**src/rtl/tx_send_scheduler.sv**
```systemverilog
// tx_send_scheduler: round-robin launch of pending message slots into the TX FSM,
// with a watchdog that aborts a send whose completion never arrives.
module tx_send_scheduler #(
    parameter  int NUM_MSGS       = 4,
    parameter  int TIMEOUT_CYCLES = 1024,
    localparam int ID_W           = $clog2(NUM_MSGS),
    localparam int TW             = $clog2(TIMEOUT_CYCLES + 1)
) (
    input  logic                clk,
    input  logic                n_rst,
    input  logic                enable,
    input  logic [NUM_MSGS-1:0] trigger_send,
    output logic                send_valid,
    output logic [ID_W-1:0]     send_msg_id,
    input  logic                send_ready,
    input  logic                send_done,
    output logic [NUM_MSGS-1:0] pending,
    output logic                busy,
    output logic                done_pulse,
    output logic                timeout_err,
    output logic                retrigger_err
);
    typedef enum logic [1:0] {IDLE, REQ, WAIT_DONE} state_t;

    state_t              state, state_n;
    logic [ID_W-1:0]     rr_ptr, rr_n, id_n, winner, idx;
    logic [TW-1:0]       timer, timer_n;
    logic [NUM_MSGS-1:0] clr;
    logic                found, fire, valid_n, done_n, tout_n;

    assign fire = (state == REQ) && send_ready;
    assign clr  = fire ? (NUM_MSGS'(1) << send_msg_id) : '0;

    // First pending slot at or after rr_ptr; power-of-2 slot count makes the wrap free.
    always_comb begin
        found  = 1'b0;
        winner = '0;
        idx    = '0;
        for (int i = 0; i < NUM_MSGS; i++) begin
            idx = rr_ptr + ID_W'(i);
            if (!found && pending[idx]) begin
                found  = 1'b1;
                winner = idx;
            end
        end
    end

    always_comb begin
        state_n = state;
        valid_n = send_valid;
        id_n    = send_msg_id;
        rr_n    = rr_ptr;
        timer_n = timer;
        done_n  = 1'b0;
        tout_n  = 1'b0;
        case (state)
            IDLE: if (enable && found) begin
                state_n = REQ;
                valid_n = 1'b1;
                id_n    = winner;
            end
            REQ: if (send_ready) begin
                state_n = WAIT_DONE;
                valid_n = 1'b0;
                rr_n    = send_msg_id + ID_W'(1);
                timer_n = '0;
            end
            WAIT_DONE: begin
                timer_n = timer + TW'(1);
                if (send_done) begin
                    done_n  = 1'b1;
                    state_n = IDLE;
                end else if (timer == TW'(TIMEOUT_CYCLES - 1)) begin
                    tout_n  = 1'b1;
                    state_n = IDLE;
                end
            end
            default: state_n = IDLE;
        endcase
    end

    always_ff @(posedge clk or negedge n_rst) begin
        if (!n_rst) begin
            state         <= IDLE;
            pending       <= '0;
            rr_ptr        <= '0;
            send_valid    <= 1'b0;
            send_msg_id   <= '0;
            busy          <= 1'b0;
            timer         <= '0;
            done_pulse    <= 1'b0;
            timeout_err   <= 1'b0;
            retrigger_err <= 1'b0;
        end else begin
            state         <= state_n;
            pending       <= (pending & ~clr) | trigger_send;
            rr_ptr        <= rr_n;
            send_valid    <= valid_n;
            send_msg_id   <= id_n;
            busy          <= (state_n != IDLE);
            timer         <= timer_n;
            done_pulse    <= done_n;
            timeout_err   <= tout_n;
            retrigger_err <= |(trigger_send & pending & ~clr);
        end
    end
endmodule

```
**config.mk**
```make
export PLATFORM = sky130hd
export DESIGN_NAME = tx_send_scheduler
export DESIGN_NICKNAME = d
export VERILOG_FILES = /design/src/rtl/tx_send_scheduler.sv
export SDC_FILE = /design/constraint.sdc
export NUM_CORES = 1
export LEC_CHECK = 0
export ABC_AREA = 1
export CORE_ASPECT_RATIO = 0.8
export CORE_MARGIN = 2
export CORE_UTILIZATION = 60
export CTS_CLUSTER_DIAMETER = 120
export DETAILED_ROUTE_END_ITERATION = 8
export DONT_BUFFER_PORTS = 1
export PLACE_DENSITY = 0.76
export SYNTH_ARGS = -nofsm -noshare
export SYNTH_HDL_FRONTEND = slang
export SYNTH_SLANG_ARGS = --single-unit
```
**constraint.sdc**
```tcl
create_clock -name clk -period 1.9 [get_ports clk]
set_clock_uncertainty 0.1 [all_clocks]
set_input_delay 0 -clock clk [delete_from_list [all_inputs] [get_ports clk]]
set_output_delay 0 -clock clk [all_outputs]
set_load 0.01 [all_outputs]
```
==> results.py, run 1 <==
metrics = {
    "status": {
        "outcome": "complete, no violations",
    },
    "timing": {
        "worst_slew_margin_rel_pct": 72.3,
        "achievable-frequency_ghz": 0.591,
        "setup_tns_ns": 0,
        "min_period_over_period_pct": 89.0,
        "setup_viol_count_final": 0,
        "grt_setup_unrepaired": "false",
        "final_max_slew_viol_count": 0,
        "min_period_ns": 1.69,
        "slew_at_the_pin_closest_to_its_max_slew_limit_ns": 0.414,
        "timing_hold_violations_final": 0,
    },
    "routing": {
        "vias": 1393,
        "post_drt_wl_per_cell_um": 12.0,
        "first_iter_violations": 92,
        "drcViolationCount": 0,
        "postRouteWirelength_um": 3100,
        "firstDrtPassIters": 4,
        "via_per_inst": 5.38,
        "drt.antenna.violating_nets": 0,
    },
    "floorplanning": {
        "die_x_um": 60.5,
        "die_area_sq_um": 2980,
        "die_y_um": 49.2,
        "core_region_area_sq_um": 2440,
        "row_count": 16,
        "start_util_pct": 62.7,
        "boundaryPins": 20,
    },
    "setup_path": {
        "worstPathBufferInverterCount": 1,
        "worst-endpoint-required_ns": 2.00,
        "timing.critical_path.from_type": "flop",
        "crit_path_cell_trace": "ha_1 -> nand2_1 -> inv_1 -> nand3_1 -> nor4_2 -> nand2_1 -> nand2_1 -> nand4_1",
        "crit_type": "flop to flop",
        "worstSetupEndpointType": "flop",
        "worst_path_dominant_cell_family": "simple AND/OR/NAND/NOR gates",
        "wp_data_arrival_ns": 1.79,
        "worst_path_largest_cell_delay_ns": 0.43,
        "cp_common_cell": "nand2_1",
        "cp_slowest_cell": "dfrtp_1",
        "crit_fanout": 5,
    },
    "global_routing": {
        "grt_antenna_before_repair": 0,
        "pin_count_of_the_biggest_net_entering_global_routing": 27,
        "first_global_vias": 1269,
        "grt_first_pass_wirelength_um": 5330,
        "grt_remaining_overflow": 0,
        "gr-usage-all-layers_pct": 23.7,
    },
    "placed_design": {
        "port_buffers": 0,
        "dp.final_hpwl_um": 2320,
        "gp_congestion": 0.923,
        "place_inst": 245,
    },
    "logic_synthesis": {
        "synth.lib_cells_used.distinct": 24,
        "syn_area_per_cell_sq_um": 7.29,
        "area_of_the_mapped_netlist_sq_um": 1530,
        "synth_area_leader_cell": "dfrtp_1",
        "synthesis_warning_total": 0,
        "ys_top_cells_by_area": "dfrtp_1 42%, nand2_1 17%, inv_1 7.4%",
        "post-synth-top-area-fraction_pct": 42.5,
        "postSynthNetCount": 224,
        "synth-seq-cells": 26,
        "syn-instance-count": 210,
        "yosysSeqAreaShare_pct": 42.5,
    },
    "power": {
        "power_per_standard_cell_area_nw_per_um2": 1240,
        "power.share.combinational_pct": 43.4,
        "internal_power_mw": 1.14,
        "power.static_leakage_nw": 0.900,
        "power_mw": 2.15,
        "ir_drop_v": 0.000771,
        "power_switching_share_pct": 46.8,
        "switchingPower_mw": 1.01,
        "power.clock.fraction_pct": 13.0,
        "p_seq_share_pct": 43.6,
    },
    "clock_network": {
        "clock_latency_ns": 0.32,
        "tritoncts": "done",
        "clk_path_buf_depth": 2,
        "cts_made_buffers": 3,
        "clock-sinks": 26,
        "h-tree-depth": 1,
        "worst_setup_hold_path_clk_slew_ns": 0.14,
        "cts-root-buf": "clkbuf_4",
    },
    "final_layout": {
        "n_antenna_cell": 0,
        "nFillCells": 216,
        "seqCellArea_sq_um": 652,
        "area_delta_synth_final_pct": 12.7,
        "finish.net_count": 238,
        "final_layout_size_suffix_gt1_share_pct": 11.7,
        "multi_input_comb_area_sq_um": 733,
        "layout.cells.non_filler": 259,
    },
    "worst_hold_path": {
        "worst_hold_path_type": "primary input to async pin",
    },
    "flow_run": {
        "max_capacitance_violation_count": 0,
    },
}
==> layout make-up <==
class	count	share of cell area, %
inverter	35	7.61
clock buffer	4	2.10
multi-input combinational	147	42.5
sequential	26	37.8
timing repair buffer	11	7.40
tap	36	2.61
==> power by group through the flow <==
stage / Clock (mW) / Combinational (mW) / Sequential (mW)
6_report: 0.278 / 0.932 / 0.936
5_1_grt: 0.310 / 1.08 / 0.963
4_1_cts: 0.289 / 0.925 / 0.931
3_5_place_dp: 0 / 0.882 / 0.942
3_3_place_gp: 0 / 0.847 / 0.931
2_1_floorplan: 0 / 0.770 / 0.868
==> flip-flops by register name (all words and copies together) (netlist names) <==
signal         count
timer             11
pending            4
rr_ptr             2
send_msg_id        2
state              2
busy               1
done_pulse         1
retrigger_err      1
send_valid         1
timeout_err        1
==> path summary, 6_finish.rpt <==
kind,startpoint,endpoint,slack [ns],depth (start not counted)
worst max-delay path,timer[0]$_DFFE_PN0P_,busy$_DFF_PN0_,0.21,8
worst min-delay path,n_rst,timer[2]$_DFFE_PN0P_,0.07,3
worst max register to register,timer[0]$_DFFE_PN0P_,busy$_DFF_PN0_,0.21,8
worst min register to register,timer[10]$_DFFE_PN0P_,timer[10]$_DFFE_PN0P_,0.42,2
max in group asynchronous,n_rst,rr_ptr[0]$_DFFE_PN0P_,1.47,3
min in group clk,send_done,timeout_err$_DFF_PN0_,0.24,2
==> cells in the final DEF, fill, tap and decap left out <==
cell,Yosys,layout
nand3_1,15,15
inv_1,30,30
nand2_1,71,71
o22ai_1,2,2
o31ai_1,1,1
clkbuf_8,0,1
or2_1,3,3
nand3_2,1,1
clkbuf_4,0,3
o21ai_0,17,17
nand2_2,7,7
a21oi_1,2,2
nor3_1,1,1
nor2_1,9,9
nand2_4,2,2
buf_4,0,1
buf_12,0,2
ha_1,5,5
or2_2,1,1
dfrtp_2,0,1
dfrtp_1,26,25
nor4_2,1,1
dlygate4sd3_1,0,8
nor2_4,1,1
o21ai_1,1,1
inv_2,5,5
nand4_1,6,6
nor3b_1,1,1
==> layer usage <==
| layer | vias to the layer above | track usage, % | part of all wire (%) |
|---|---|---|---|
| li1 | 681 | - | - |
| met1 | 645 | 31.1 | 45 |
| met2 | 61 | 38.4 | 47 |
| met3 | 6 | 7.43 | 7.7 |
| met4 | 0 | 5.07 | 0.74 |
| met5 | - | 0 | 0 |
==> kinds of logic (layout without fill, tap and decap cells) <==
| kind of cell | count (synthesis) | after routing | synth area share (%) |
|---|---|---|---|
| flip-flops | 26 | 26 | 42.5 |
| AND/OR/NAND/NOR | 119 | 119 | 35.9 |
| adder cells (fa/ha/maj) | 5 | 5 | 4.08 |
| buffers and inverters | 37 | 50 | 9.64 |
| AO/OA/AOI/OAI | 23 | 23 | 7.84 |
==> tightest hold or removal path: cells and delay by family <==
kind / cells / cell delay (ns)
buffers and inverters: 3 / 0.86
==> synthesized netlist by cell type, drive strengths merged <==
library cell,number
nand2,80
nor4,1
dfrtp,26
a21oi,2
o22ai,2
nand4,6
nor3,1
o21ai,18
or2,4
ha,5
inv,35
o31ai,1
nor2,10
nand3,16
buf,2
nor3b,1
==> what timing repair did <==
item,4_1_cts,5_1_grt
gates resized for setup,0,1
hold buffers,10,0
setup buffers,0,0
endpoints found under the setup margin,0,2
endpoints found under the hold margin,44,0
==> metrics by stage <==
stage               hold WS, ns  utilization (%)  setup WS [ns]  area (sq um)
floorplan                -0.396                -          0.479          1530
global placement         -0.395             64.2          0.249          1570
detailed placement       -0.395             64.2          0.163          1570
CTS                      0.0648             70.6          0.136          1720
global route             0.0662             70.6         0.0154          1730
finish                   0.0742             70.6          0.209          1730
Power figures use the tool's default switching activity.
==> run 2, diff against run 1 <==
--- a/config.mk
+++ b/config.mk
@@ -8,11 +8,11 @@
 export ABC_AREA = 1
 export CORE_ASPECT_RATIO = 0.8
 export CORE_MARGIN = 2
-export CORE_UTILIZATION = 60
+export CORE_UTILIZATION = 52
 export CTS_CLUSTER_DIAMETER = 120
 export DETAILED_ROUTE_END_ITERATION = 8
 export DONT_BUFFER_PORTS = 1
-export PLACE_DENSITY = 0.76
+export PLACE_DENSITY = 0.67
 export SYNTH_ARGS = -nofsm -noshare
 export SYNTH_HDL_FRONTEND = slang
 export SYNTH_SLANG_ARGS = --single-unit
==> constraint.sdc (replaced) <==
create_clock -name clk -period 1.9 [get_ports clk]
set_clock_uncertainty 0.1 [all_clocks]
set_input_delay 0 -clock clk [delete_from_list [all_inputs] [get_ports clk]]
set_output_delay 0 -clock clk [all_outputs]
set_load 0.02 [all_outputs]
==> results.py, run 2 (synthesis gave the netlist of run 1 again) <==
metrics = {
    "routing": {
        "post_drt_wl_per_cell_um": 12.4,
        "vias": 1350,
        "drt.antenna.violating_nets": 0,
        "postRouteWirelength_um": 3230,
        "drcViolationCount": 0,
        "firstDrtPassIters": 4,
        "first_iter_violations": 69,
        "via_per_inst": 5.17,
    },
    "setup_path": {
        "cp_common_cell": "nand2_1",
        "worstRegToRegCells": 11,
        "crit_type": "flop to flop",
        "worst-endpoint-required_ns": 1.96,
        "cp_slowest_cell": "dfrtp_2",
        "timing.critical_path.from_type": "flop",
        "worst_path_largest_cell_delay_ns": 0.50,
        "crit_start": "rr_ptr[0]$_DFFE_PN0P_",
        "crit_fanout": 12,
        "wp_data_arrival_ns": 1.72,
        "worstSetupEndpointType": "flop",
        "crit_path_cell_trace": "inv_2 -> nand2_1 -> nand2_1 -> nand2_1 -> nand2_2 -> nor2_4 -> nand3_2 -> nand2_4 -> inv_2 -> nand2_1 -> nand2_1",
        "reg2reg_from": "rr_ptr[0]$_DFFE_PN0P_",
    },
    "clock_network": {
        "h-tree-depth": 1,
        "clock_latency_ns": 0.26,
        "clock-sinks": 26,
        "clk_path_buf_depth": 2,
        "cts-root-buf": "clkbuf_8",
        "worst_setup_hold_path_clk_slew_ns": 0.09,
        "cts_made_buffers": 3,
        "post_cts_buffers": 0,
        "tritoncts": "done",
    },
    "power": {
        "power_per_standard_cell_area_nw_per_um2": 1310,
        "ir_drop_v": 0.000653,
        "power.static_leakage_nw": 0.902,
    },
    "flow_run": {
        "max_capacitance_violation_count": 0,
    },
    "placed_design": {
        "port_buffers": 0,
        "place_inst": 248,
        "dpl_worst_slack_ns": 0.147,
        "gp_congestion": 0.857,
        "placed_area_sq_um": 1580,
        "dp.final_hpwl_um": 2410,
    },
    "final_layout": {
        "layout.cell_area.non_filler_sq_um": 1730,
        "finish.net_count": 238,
        "layout_top_registers": "timer x11, pending x4",
        "layout.cells.non_filler": 261,
        "max_flop_register": "timer",
        "n_antenna_cell": 0,
        "area_delta_synth_final_pct": 13.2,
        "largest_register_ff_count": 11,
        "final_layout_size_suffix_gt1_share_pct": 11.7,
        "layout.cells.most_common": "nand2_1",
        "mostFrequentLayoutCells": "71 x nand2_1, 30 x inv_1, 25 x dfrtp_1",
    },
    "timing": {
        "slew_at_the_pin_closest_to_its_max_slew_limit_ns": 0.387,
        "grt_setup_unrepaired": "false",
        "min_period_over_period_pct": 87.0,
        "achievable-frequency_ghz": 0.605,
        "min_period_ns": 1.65,
        "timing_hold_violations_final": 0,
        "setup_viol_count_final": 0,
        "worst_slew_margin_rel_pct": 74.2,
        "post-route-worst-setup-slack_ns": 0.247,
        "hold_slack_ns": 0.0620,
        "setup_tns_ns": 0,
        "final_max_slew_viol_count": 0,
    },
    "floorplanning": {
        "boundaryPins": 20,
        "die_y_um": 52.5,
        "start_util_pct": 55.0,
        "core_region_area_sq_um": 2790,
        "die_area_sq_um": 3400,
        "row_count": 17,
        "die_x_um": 64.7,
    },
    "global_routing": {
        "pin_count_of_the_biggest_net_entering_global_routing": 27,
        "grt_antenna_before_repair": 0,
        "gr-usage-all-layers_pct": 21.3,
        "first_global_vias": 1225,
        "grt_first_pass_wirelength_um": 5570,
        "grt_remaining_overflow": 0,
    },
    "status": {
        "outcome": "complete, no violations",
    },
    "worst_hold_path": {
        "worst_hold_path_type": "primary input to async pin",
    },
}
==> run 2: cell types whose count changed in the layout (fill, tap and decap cells not counted) <==
cell | before | now
clkbuf_4 | 3 | 0
buf_12 | 2 | 1
buf_4 | 1 | 2
clkbuf_8 | 1 | 4
==> run 2: power by group <==
part / internal [mW] / switching, mW
Sequential: 0.711 / 0.269
Combinational: 0.319 / 0.624
Clock: 0.185 / 0.160
==> run 2: per-stage QoR <==
| stage | power, mW | utilization, % |
|---|---|---|
| 2_1_floorplan | 1.68 | - |
| 3_3_place_gp | 1.84 | 56.6 |
| 3_5_place_dp | 1.88 | 56.6 |
| 4_1_cts | 2.27 | 62.2 |
| 5_1_grt | 2.47 | 62.2 |
| 6_report | 2.27 | 62.2 |
==> run 2: final timing paths <==
path,to,slack (ns)
worst max-delay path,send_msg_id[1]$_DFFE_PN0P_,0.25
worst min-delay path,timer[0]$_DFFE_PN0P_,0.06
worst max register to register,send_msg_id[1]$_DFFE_PN0P_,0.25
worst min register to register,timer[10]$_DFFE_PN0P_,0.41
max in group asynchronous,rr_ptr[0]$_DFFE_PN0P_,1.48
min in group clk,timeout_err$_DFF_PN0_,0.29
==> run 2: final cells by class <==
class                   instances  area (sq um)
clock buffers                   4          55.1
flip-flops and latches         26           652
fillers                       259          1050
inverters                      35           131
well taps                      38          47.5
repair buffers                 11           115
multi-input cells             147           733
==> run 2: critical path: cells and delay by family (launching register included) <==
kind                   cells  cell delay (ns)
buffers and inverters      2             0.16
flip-flops                 1             0.50
AND/OR/NAND/NOR            9             0.81
==> run 2: metal layers <==
metal | global-route usage [%] | share of wire, %
met1 | 29.4 | 51
met2 | 35.1 | 43
met3 | 5.59 | 5.4
met4 | 2.48 | 0.40
met5 | 0 | 0
==> run 2: repair_timing <==
action                                  CTS  global route
endpoints found under the hold margin    40             0
endpoints found under the setup margin    0             2
gates resized for setup                   0             1
hold buffers                              9             0
